`src/rtl/elevator_scan_ctrl.sv`:
```
// Single-car elevator controller using SCAN scheduling: serves every pending
// floor in the current direction and only then reverses.
module elevator_scan_ctrl #(
  parameter int NUM_FLOORS   = 10,
  parameter int FLOOR_W      = 4,
  parameter int TRAVEL_TICKS = 10000000,
  parameter int DOOR_TICKS   = 5000000
) (
  input  logic                  clk,
  input  logic                  rst_n,
  input  logic                  req_valid,
  input  logic [FLOOR_W-1:0]    req_floor,
  output logic [FLOOR_W-1:0]    current_floor,
  output logic                  moving_up,
  output logic                  moving_down,
  output logic                  door_open,
  output logic                  arrived,
  output logic [NUM_FLOORS-1:0] pending
);

  localparam int TW = (TRAVEL_TICKS > 1) ? $clog2(TRAVEL_TICKS) : 1;
  localparam int DW = (DOOR_TICKS > 1) ? $clog2(DOOR_TICKS) : 1;
  localparam logic [TW-1:0]      TRAVEL_LAST = TW'(TRAVEL_TICKS - 1);
  localparam logic [DW-1:0]      DOOR_LAST   = DW'(DOOR_TICKS - 1);
  localparam logic [FLOOR_W-1:0] TOP_FLOOR   = FLOOR_W'(NUM_FLOORS - 1);
  localparam logic               DIR_UP      = 1'b0;
  localparam logic               DIR_DOWN    = 1'b1;

  typedef enum logic [1:0] {S_IDLE, S_MOVE_UP, S_MOVE_DOWN, S_DOOR_OPEN} state_t;

  state_t                state_q, state_d;
  logic                  dir_q, dir_d;
  logic [FLOOR_W-1:0]    floor_q, floor_d;
  logic [NUM_FLOORS-1:0] pending_q, pending_d;
  logic [TW-1:0]         travel_cnt_q, travel_cnt_d;
  logic [DW-1:0]         door_cnt_q, door_cnt_d;
  logic                  arrived_q, arrived_d;

  logic [NUM_FLOORS-1:0] req_bit, pend_all;
  logic                  req_here, absorb, above, below;

  // req_valid is a single-cycle strobe with no back-pressure: every strobe
  // with an in-range floor is taken on the edge that samples it.
  always_comb begin
    req_bit = '0;
    if (req_valid && (int'(req_floor) < NUM_FLOORS)) req_bit[req_floor] = 1'b1;
    req_here = req_valid && (req_floor == floor_q);
    absorb   = req_here && ((state_q == S_IDLE) || (state_q == S_DOOR_OPEN));
    pend_all = pending_q | (absorb ? '0 : req_bit);
    above    = 1'b0;
    below    = 1'b0;
    for (int i = 0; i < NUM_FLOORS; i++) begin
      if (pend_all[i] && (i > int'(floor_q))) above = 1'b1;
      if (pend_all[i] && (i < int'(floor_q))) below = 1'b1;
    end
  end

  always_comb begin
    state_d      = state_q;
    dir_d        = dir_q;
    floor_d      = floor_q;
    pending_d    = pend_all;
    travel_cnt_d = travel_cnt_q;
    door_cnt_d   = door_cnt_q;
    case (state_q)
      S_IDLE: begin
        if (absorb)                 state_d = S_DOOR_OPEN;
        else if (above && below)    state_d = (dir_q == DIR_UP) ? S_MOVE_UP : S_MOVE_DOWN;
        else if (above)             state_d = S_MOVE_UP;
        else if (below)             state_d = S_MOVE_DOWN;
      end
      S_MOVE_UP: begin
        if (floor_q == TOP_FLOOR) begin
          state_d = S_IDLE;
        end else if (travel_cnt_q == TRAVEL_LAST) begin
          travel_cnt_d = '0;
          floor_d      = floor_q + 1'b1;
          if (pend_all[floor_d]) begin
            state_d            = S_DOOR_OPEN;
            pending_d[floor_d] = 1'b0;
          end else if (floor_d == TOP_FLOOR) begin
            state_d = S_IDLE;
          end
        end else begin
          travel_cnt_d = travel_cnt_q + 1'b1;
        end
      end
      S_MOVE_DOWN: begin
        if (floor_q == '0) begin
          state_d = S_IDLE;
        end else if (travel_cnt_q == TRAVEL_LAST) begin
          travel_cnt_d = '0;
          floor_d      = floor_q - 1'b1;
          if (pend_all[floor_d]) begin
            state_d            = S_DOOR_OPEN;
            pending_d[floor_d] = 1'b0;
          end else if (floor_d == '0) begin
            state_d = S_IDLE;
          end
        end else begin
          travel_cnt_d = travel_cnt_q + 1'b1;
        end
      end
      S_DOOR_OPEN: begin
        if (req_here) begin
          door_cnt_d = '0;
        end else if (door_cnt_q == DOOR_LAST) begin
          // Keep sweeping in dir while work remains that way, then reverse.
          if (dir_q == DIR_UP) begin
            if (above)      state_d = S_MOVE_UP;
            else if (below) state_d = S_MOVE_DOWN;
            else            state_d = S_IDLE;
          end else begin
            if (below)      state_d = S_MOVE_DOWN;
            else if (above) state_d = S_MOVE_UP;
            else            state_d = S_IDLE;
          end
        end else begin
          door_cnt_d = door_cnt_q + 1'b1;
        end
      end
      default: state_d = S_IDLE;
    endcase
    if (state_d == S_MOVE_UP)   dir_d = DIR_UP;
    if (state_d == S_MOVE_DOWN) dir_d = DIR_DOWN;
    if (state_d != state_q) begin
      travel_cnt_d = '0;
      door_cnt_d   = '0;
    end
    arrived_d = (state_d == S_DOOR_OPEN) && (state_q != S_DOOR_OPEN);
  end

  always_ff @(posedge clk or negedge rst_n) begin
    if (!rst_n) begin
      state_q      <= S_IDLE;
      dir_q        <= DIR_UP;
      floor_q      <= '0;
      pending_q    <= '0;
      travel_cnt_q <= '0;
      door_cnt_q   <= '0;
      arrived_q    <= 1'b0;
    end else begin
      state_q      <= state_d;
      dir_q        <= dir_d;
      floor_q      <= floor_d;
      pending_q    <= pending_d;
      travel_cnt_q <= travel_cnt_d;
      door_cnt_q   <= door_cnt_d;
      arrived_q    <= arrived_d;
    end
  end

  assign current_floor = floor_q;
  assign pending       = pending_q;
  assign arrived       = arrived_q;
  assign moving_up     = (state_q == S_MOVE_UP);
  assign moving_down   = (state_q == S_MOVE_DOWN);
  assign door_open     = (state_q == S_DOOR_OPEN);

endmodule

```
`config.mk`:
```
export PLATFORM = sky130hd
export DESIGN_NAME = elevator_scan_ctrl
export DESIGN_NICKNAME = d
export VERILOG_FILES = /design/src/rtl/elevator_scan_ctrl.sv
export SDC_FILE = /design/constraint.sdc
export NUM_CORES = 1
export LEC_CHECK = 0
export CORE_ASPECT_RATIO = 0.5
export CORE_MARGIN = 5
export CORE_UTILIZATION = 61
export CTS_CLUSTER_SIZE = 20
export DETAILED_ROUTE_END_ITERATION = 10
export GPL_ROUTABILITY_DRIVEN = 0
export MAX_ROUTING_LAYER = met4
export PLACE_DENSITY_LB_ADDON = 0.12
export SYNTH_ARGS = -nofsm -noshare
export SYNTH_HDL_FRONTEND = slang
export SYNTH_SLANG_ARGS = --single-unit
```
`constraint.sdc`:
```
create_clock -name clk -period 4.15 [get_ports clk]
set_input_delay 0.6225 -clock clk [delete_from_list [all_inputs] [get_ports clk]]
set_output_delay 0.6225 -clock clk [all_outputs]
set_load 0.005 [all_outputs]
```
== After elaboration in Yosys (flattened, before gate mapping) ==
Cells that the tools add are included.

* Add/sub/neg operators: 4
* Reduce and logical (&&, ||, !) cells: 38
* Equal/unequal tests: 20
* Bitwise operators: 5
* Magnitude comparators: 26
* Muxes and demuxes: 75

{| class="wikitable"
|+ Operator list
! cell !! count
|-
| 24-bit 2-to-1 mux || 4
|-
| 23-bit 2-to-1 mux || 4
|-
| 10-bit 2-to-1 mux || 8
|-
| 24-bit one-hot mux with 2 select lines || 1
|-
| 2-bit 2-to-1 mux || 19
|-
| 1-bit logical AND || 27
|-
| 1-bit 2-to-1 mux || 27
|-
| 24-bit by 1-bit adder with 24-bit output, second input constant || 1
|-
| 24-bit == test, second input constant || 1
|-
| 23-bit by 1-bit adder with 23-bit output, second input constant || 1
|-
| 23-bit == test, second input constant || 1
|-
| 10-bit bitwise AND || 2
|-
| 10-bit inverter || 2
|-
| 10-bit one-hot mux with 2 select lines || 1
|-
| 3-bit by 4-bit greater-than comparator with 1-bit output, first input constant || 4
|-
| 3-bit by 4-bit < comparator with 1-bit output, first input constant || 4
|-
| 4-bit 2-to-1 mux || 4
|-
| 4-bit by 5-bit < comparator with 1-bit output, second input constant || 3
|-
| 1-bit demux with 4-bit select || 3
|-
| 4-bit by 1-bit greater-or-equal comparator with 1-bit output, second input constant || 3
|-
| 10-bit OR || 1
|-
| 3-bit by 2-bit != test with 1-bit output, second input constant || 3
|-
| 1-bit binary-select mux with 4-bit select || 2
|-
| 2-bit == test, second input constant || 4
|-
| 25 further kinds || 38
|}

* Output and inout bits: 18
* Input bits: 7
* Word-level logic and storage cells: 175
* Flip-flop bits (word level): 65

== Logic depth before layout (Yosys ltp) ==
* Word-level depth: 27
* Depth in mapped cells: 15
* Mapped depth without buffers: 14

== Worst setup path before layout ==
OpenSTA, ideal clock, no wires.

* Path kind: register to register
* From: reg state_q[1]
* To: reg travel_cnt_q[10]
* Setup time: 0.117 ns
* Clock period less this slack: 3.382 ns
* Path slack: 0.768 ns
* Path buffers: 2
* Data required time: 4.033 ns
* Arrival: 3.265 ns
* Stages on the path, launching flop included: 15
* Path through: dfrtp_1 -> inv_1 -> ha_1 -> and3b_1 -> nand4_2 -> a31o_1 -> o211a_1 -> or4_4 -> a31o_1 -> o31ai_1 -> o31ai_2 -> buf_2 -> buf_4 -> nand3_1 -> nor2_2

* Longest elaborated chain between the ends: 25

{| class="wikitable"
|+ RTL lines
! element !! RTL line !! text
|-
| start: declaration || 31 || <nowiki>state_t state_q, state_d;</nowiki>
|-
| start signal: assignment || 143 || <nowiki>state_q <= state_d;</nowiki>
|-
| 2-bit == test or 2-bit zero test (tied branches) || 48, 65 ||
|-
| 1-bit logical OR || 48 || <nowiki>absorb = req_here && ((state_q == S_IDLE) || (state_q == S_DOOR_OPEN));</nowiki>
|-
| 1-bit logical AND || 48 ||
|-
| 10-bit 2-to-1 mux || 49 || <nowiki>pend_all = pending_q | (absorb ? '0 : req_bit);</nowiki>
|-
| 10-bit OR || 49 ||
|-
| 1-bit logical AND || 54 || <nowiki>if (pend_all[i] && (i < int'(floor_q))) below = 1'b1;</nowiki>
|-
| 1-bit 2-to-1 mux (10 in series) || 54 ||
|-
| 2-bit 2-to-1 mux || 111 || <nowiki>else if (below) state_d = S_MOVE_DOWN;</nowiki>
|-
| 2-bit 2-to-1 mux || 110 || <nowiki>if (above) state_d = S_MOVE_UP;</nowiki>
|-
| 2-bit 2-to-1 mux || 109 || <nowiki>if (dir_q == DIR_UP) begin</nowiki>
|-
| 2-bit 2-to-1 mux || 107 || <nowiki>end else if (door_cnt_q == DOOR_LAST) begin</nowiki>
|-
| 2-bit 2-to-1 mux || 105 || <nowiki>if (req_here) begin</nowiki>
|-
| 2-bit one-hot mux with 4 select lines || 65 || <nowiki>case (state_q)</nowiki>
|-
| 2-bit != test || 126 || <nowiki>if (state_d != state_q) begin</nowiki>
|-
| 3-bit by 2-bit != test with 1-bit output (no source line) or 3-bit nonzero test (tied branches) || -- ||
|-
| 3-bit AND reduction (no source line) || -- ||
|-
| end signal: assignment || 147 || <nowiki>travel_cnt_q <= travel_cnt_d;</nowiki>
|-
| end: declaration || 35 || <nowiki>logic [TW-1:0] travel_cnt_q, travel_cnt_d;</nowiki>
|}

Parallel ways exist; a longest one is shown, timed or not. The select of a mux whose other input is x is not followed.
A chain may end at the register's enable or synchronous reset.

== Worst setup path in the final report ==
* From: reg floor_q[0] (netlist: current_floor[0])
* To: reg travel_cnt_q[5]

{| class="wikitable"
|+ RTL lines
! element !! RTL line !! text
|-
| start: declaration || 33 || <nowiki>logic [FLOOR_W-1:0] floor_q, floor_d;</nowiki>
|-
| start signal: assignment || 145 || <nowiki>floor_q <= floor_d;</nowiki>
|-
| 4-bit == test || 47 || <nowiki>req_here = req_valid && (req_floor == floor_q);</nowiki>
|-
| 1-bit logical AND || 47 ||
|-
| 1-bit logical AND || 48 ||
|-
| 10-bit 2-to-1 mux || 49 ||
|-
| 10-bit OR || 49 ||
|-
| 1-bit logical AND, on equally long branches || 53, 54 ||
|-
| 1-bit 2-to-1 mux, on equally long branches (9 in series) || 53, 54 ||
|-
| 1-bit 2-to-1 mux, on equally long branches || 115, 54 ||
|-
| 2-bit 2-to-1 mux, on equally long branches || 114, 70 ||
|-
| 2-bit 2-to-1 mux, on equally long branches || 109, 69 ||
|-
| 2-bit 2-to-1 mux, on equally long branches || 107, 68 ||
|-
| 2-bit 2-to-1 mux, on equally long branches || 105, 67 ||
|-
| 2-bit one-hot mux with 4 select lines (*) || 65 ||
|-
| via state_d[0] || 31 ||
|-
| 2-bit != test (*) || 126 ||
|-
| 3-bit by 2-bit != test with 1-bit output (no source line) or 3-bit nonzero test (tied branches) || -- ||
|-
| 3-bit AND reduction (no source line) || -- ||
|}

The timed path passes the listed nets; every way through them passes the cells marked *. The select of a mux whose other input is x is not followed.

==> results_dict.tcl <==
set metrics [dict create \
    numCtsBuffers 9 \
    post-dp-hpwl_um 9640 \
    core_area_um2 8030 \
    synth_top_area_share_pct 32.2 \
    antenna_left 0 \
    fmax_mhz 256 \
    die_area_um2 10300 \
    total_power_mw 4.31 \
    end_kind "flip-flop" \
    ys_top_cells_by_area "dfrtp_1 32%, xnor2_1 7.3%, nand2_1 5.4%, nand3_1 5.2%, o21ai_0 4.9%" \
    rr_worst_depth 13 \
    yosysSeqAreaShare_pct 32.2 \
    first_global_vias 4658 \
    place_area_um2 5460 \
    cap_violations 0 \
    rsz0062_at_grt "no" \
    setup_viol 0 \
    diodes 0 \
    cts_buffer_depth 2 \
    synthTopCellsByCount "73 x nand2_1, 65 x dfrtp_1, 52 x nand3_1" \
    drive_gt1_share_pct 13.1 \
    yosys_warnings 0 \
    n_fill_cell 631 \
    postCtsSetupBuffers 0 \
    clk_pin_slew_ps 60 \
    h-tree-depth 3 \
    postLayoutCellArea_um2 5790 \
    die-width_um 139 \
    worstSetupStartpointType "flip-flop" \
    grt_overflow 0 \
    grt_pass1_wl_um 23700 \
    dp.cells 750 \
    ir_worst_vdd_v 0.000583 \
    finClkSkew_ps 7.83 \
    routedWlPerCell_um 18.2 \
    synth_nets 645 \
    vias 5024 \
    firstDrtPassIters 6 \
    synth_edf_count 0 \
    num_rows 23 \
    fin_crit_sh_pct 94.1 \
    synth_top_cell_by_area "dfrtp_1" \
    setup_tns_ps 0 \
    yosys_most_used_dff "dfrtp_1" \
    post-place-ws_ps 104 \
    final_nets 669 \
    fin_cells 766 \
    critPathArrivalTime_ps 4180 \
    cts-resized-gates 0 \
    hp-class "input pin to async pin" \
    reg2reg_to "travel_cnt_q[5]$_DFFE_PN0P_" \
    io_buffers 24 \
    critPathMaxFanout 19 \
    slew_viol_final 0 \
    ys_types 71 \
    grt_util_all_layers_pct 29.5 \
    ios 25 \
    reg2reg_slack_ps 240 \
    status "finished, final reports clean" \
    drc_errors 0 \
    reg2reg_from "current_floor[0]$_DFFE_PN0P_" \
    required_ps 4420 \
    synthCells 625 \
    start_util_pct 62.9 \
    die_y_um 74.3 \
    syn2layout_area_growth_pct 14.6 \
    synth.avg_cell_area_um2 8.08 \
    cts_tree "done" \
    fin_ws_ps 244 \
    p_leak_nw 2.32 \
    clock_sinks 65 \
    grt_max_degree 48 \
    yosysMostFrequentCell "nand2_1" \
    worst_slew_pin_slew_ps 841 \
    relSlewSlack_pct 44.0 \
    drtIter0Drc 760 \
    hold_viol 0 \
    power_density_nw_per_um2 745 \
    cts_hold_buf 0 \
    path_class "flip-flop to flip-flop" \
    antenna_found_initial 0 \
    insertion_delay_ps 340 \
    routed_via_density 6.56 \
    synth_seq_cells 65 \
    routed_wl_um 14000 \
    period_needed_ps 3910 \
    ys_async_sr_fraction_pct 100 \
    synth.cell_area_um2 5050 \
    root_buffer "clkbuf_16" \
]
-- where the power goes --
| part | total, mW | switching (mW) | internal, mW |
|---|---|---|---|
| clock network | 0.797 | 0.320 | 0.477 |
| logic | 2.67 | 1.67 | 0.993 |
| registers | 0.846 | 0.128 | 0.718 |
| total | 4.31 | 2.12 | 2.19 |
-- state kept, by name (all words and copies together), names as in the netlist --
name           flops
dir_q              1
state_q            2
door_cnt_q        23
current_floor      4
arrived            1
pending           10
travel_cnt_q      24
-- layout by cell type, fill, tap and decap left out, drive strengths merged, types with 3 or more instances in the layout --
cell type / instances
nand4: 21
a21boi: 8
a31o: 3
and2: 6
nor3b: 4
a211oi: 3
xor2: 9
nor4: 8
o211ai: 3
a221o: 3
nand2: 73
dfrtp: 65
nand3: 52
o31ai: 9
clkbuf: 9
xnor2: 43
and3: 15
a31oi: 20
a21oi: 18
clkdlybuf4s50: 23
buf: 24
ha: 13
nor2b: 8
and3b: 4
nor2: 76
or3: 4
inv: 20
nor3: 12
o21ai: 49
a22oi: 6
-- stage by stage --
stage	util, %	hold WS [ps]
after CTS	71.9	404
after floorplan	-	327
after global routing	72.1	447
after global placement	68.0	558
final	72.1	385
after detailed placement	68.0	556
-- cell type report --
type / instances / area, um2 / area share (%)
multi-input combinational: 510 / 3200 / 55.4
clock inverter: 7 / 85.1 / 1.47
sequential: 65 / 1630 / 28.1
clock buffer: 9 / 225 / 3.89
timing repair buffer: 47 / 445 / 7.70
tap: 112 / 140 / 2.42
inverter: 16 / 60.1 / 1.04
-- worst max path at each step --
stage                                             from                            to  slack [ps]  cells past startpoint
after detailed placement                  req_floor[3]    door_cnt_q[17]$_DFFE_PN0P_         100                     12
after global routing      current_floor[0]$_DFFE_PN0P_   travel_cnt_q[5]$_DFFE_PN0P_          80                     13
after global placement                    req_floor[3]     door_cnt_q[2]$_DFFE_PN0P_         170                     13
after floorplan                   state_q[1]$_DFF_PN0_  travel_cnt_q[10]$_DFFE_PN0P_         770                     14
final                     current_floor[0]$_DFFE_PN0P_   travel_cnt_q[5]$_DFFE_PN0P_         240                     13
after CTS                 current_floor[0]$_DFFE_PN0P_     door_cnt_q[2]$_DFFE_PN0P_         260                     12
-- worst max-delay path, cell delays in order, from the launching register on --
cell and delay (ps):
dfrtp_1 620, inv_1 280, ha_1 390, nor2b_1 230
a22oi_1 210, o31ai_1 100, a222oi_1 350, o21ai_0 260
a22oi_1 320, o21ba_2 220, a41oi_4 50, mux2_4 460
buf_12 210, nor2_1 120
-- logic make-up (layout without fill, tap and decap cells) --
logic type | count (synthesis) | in the layout | share of synthesized area, %
AOI/OAI and AO/OA | 144 | 144 | 19.2
buffers and inverters | 50 | 79 | 4.78
muxes | 2 | 2 | 0.496
DFF | 65 | 65 | 32.2
xor gates and xnor gates | 52 | 52 | 9.17
and+or+nand+nor | 299 | 299 | 30.9
adders and majority gates | 13 | 13 | 3.22
-- layer usage --
layer	GRT usage (%)	share of wire (%)	vias up
li1	-	-	2309
met1	38.1	44	2335
met2	44.9	43	300
met3	8.48	9.7	80
met4	10.8	3.4	0
met5	-	0	-
No activity file was read; power rests on OpenSTA's default activity.
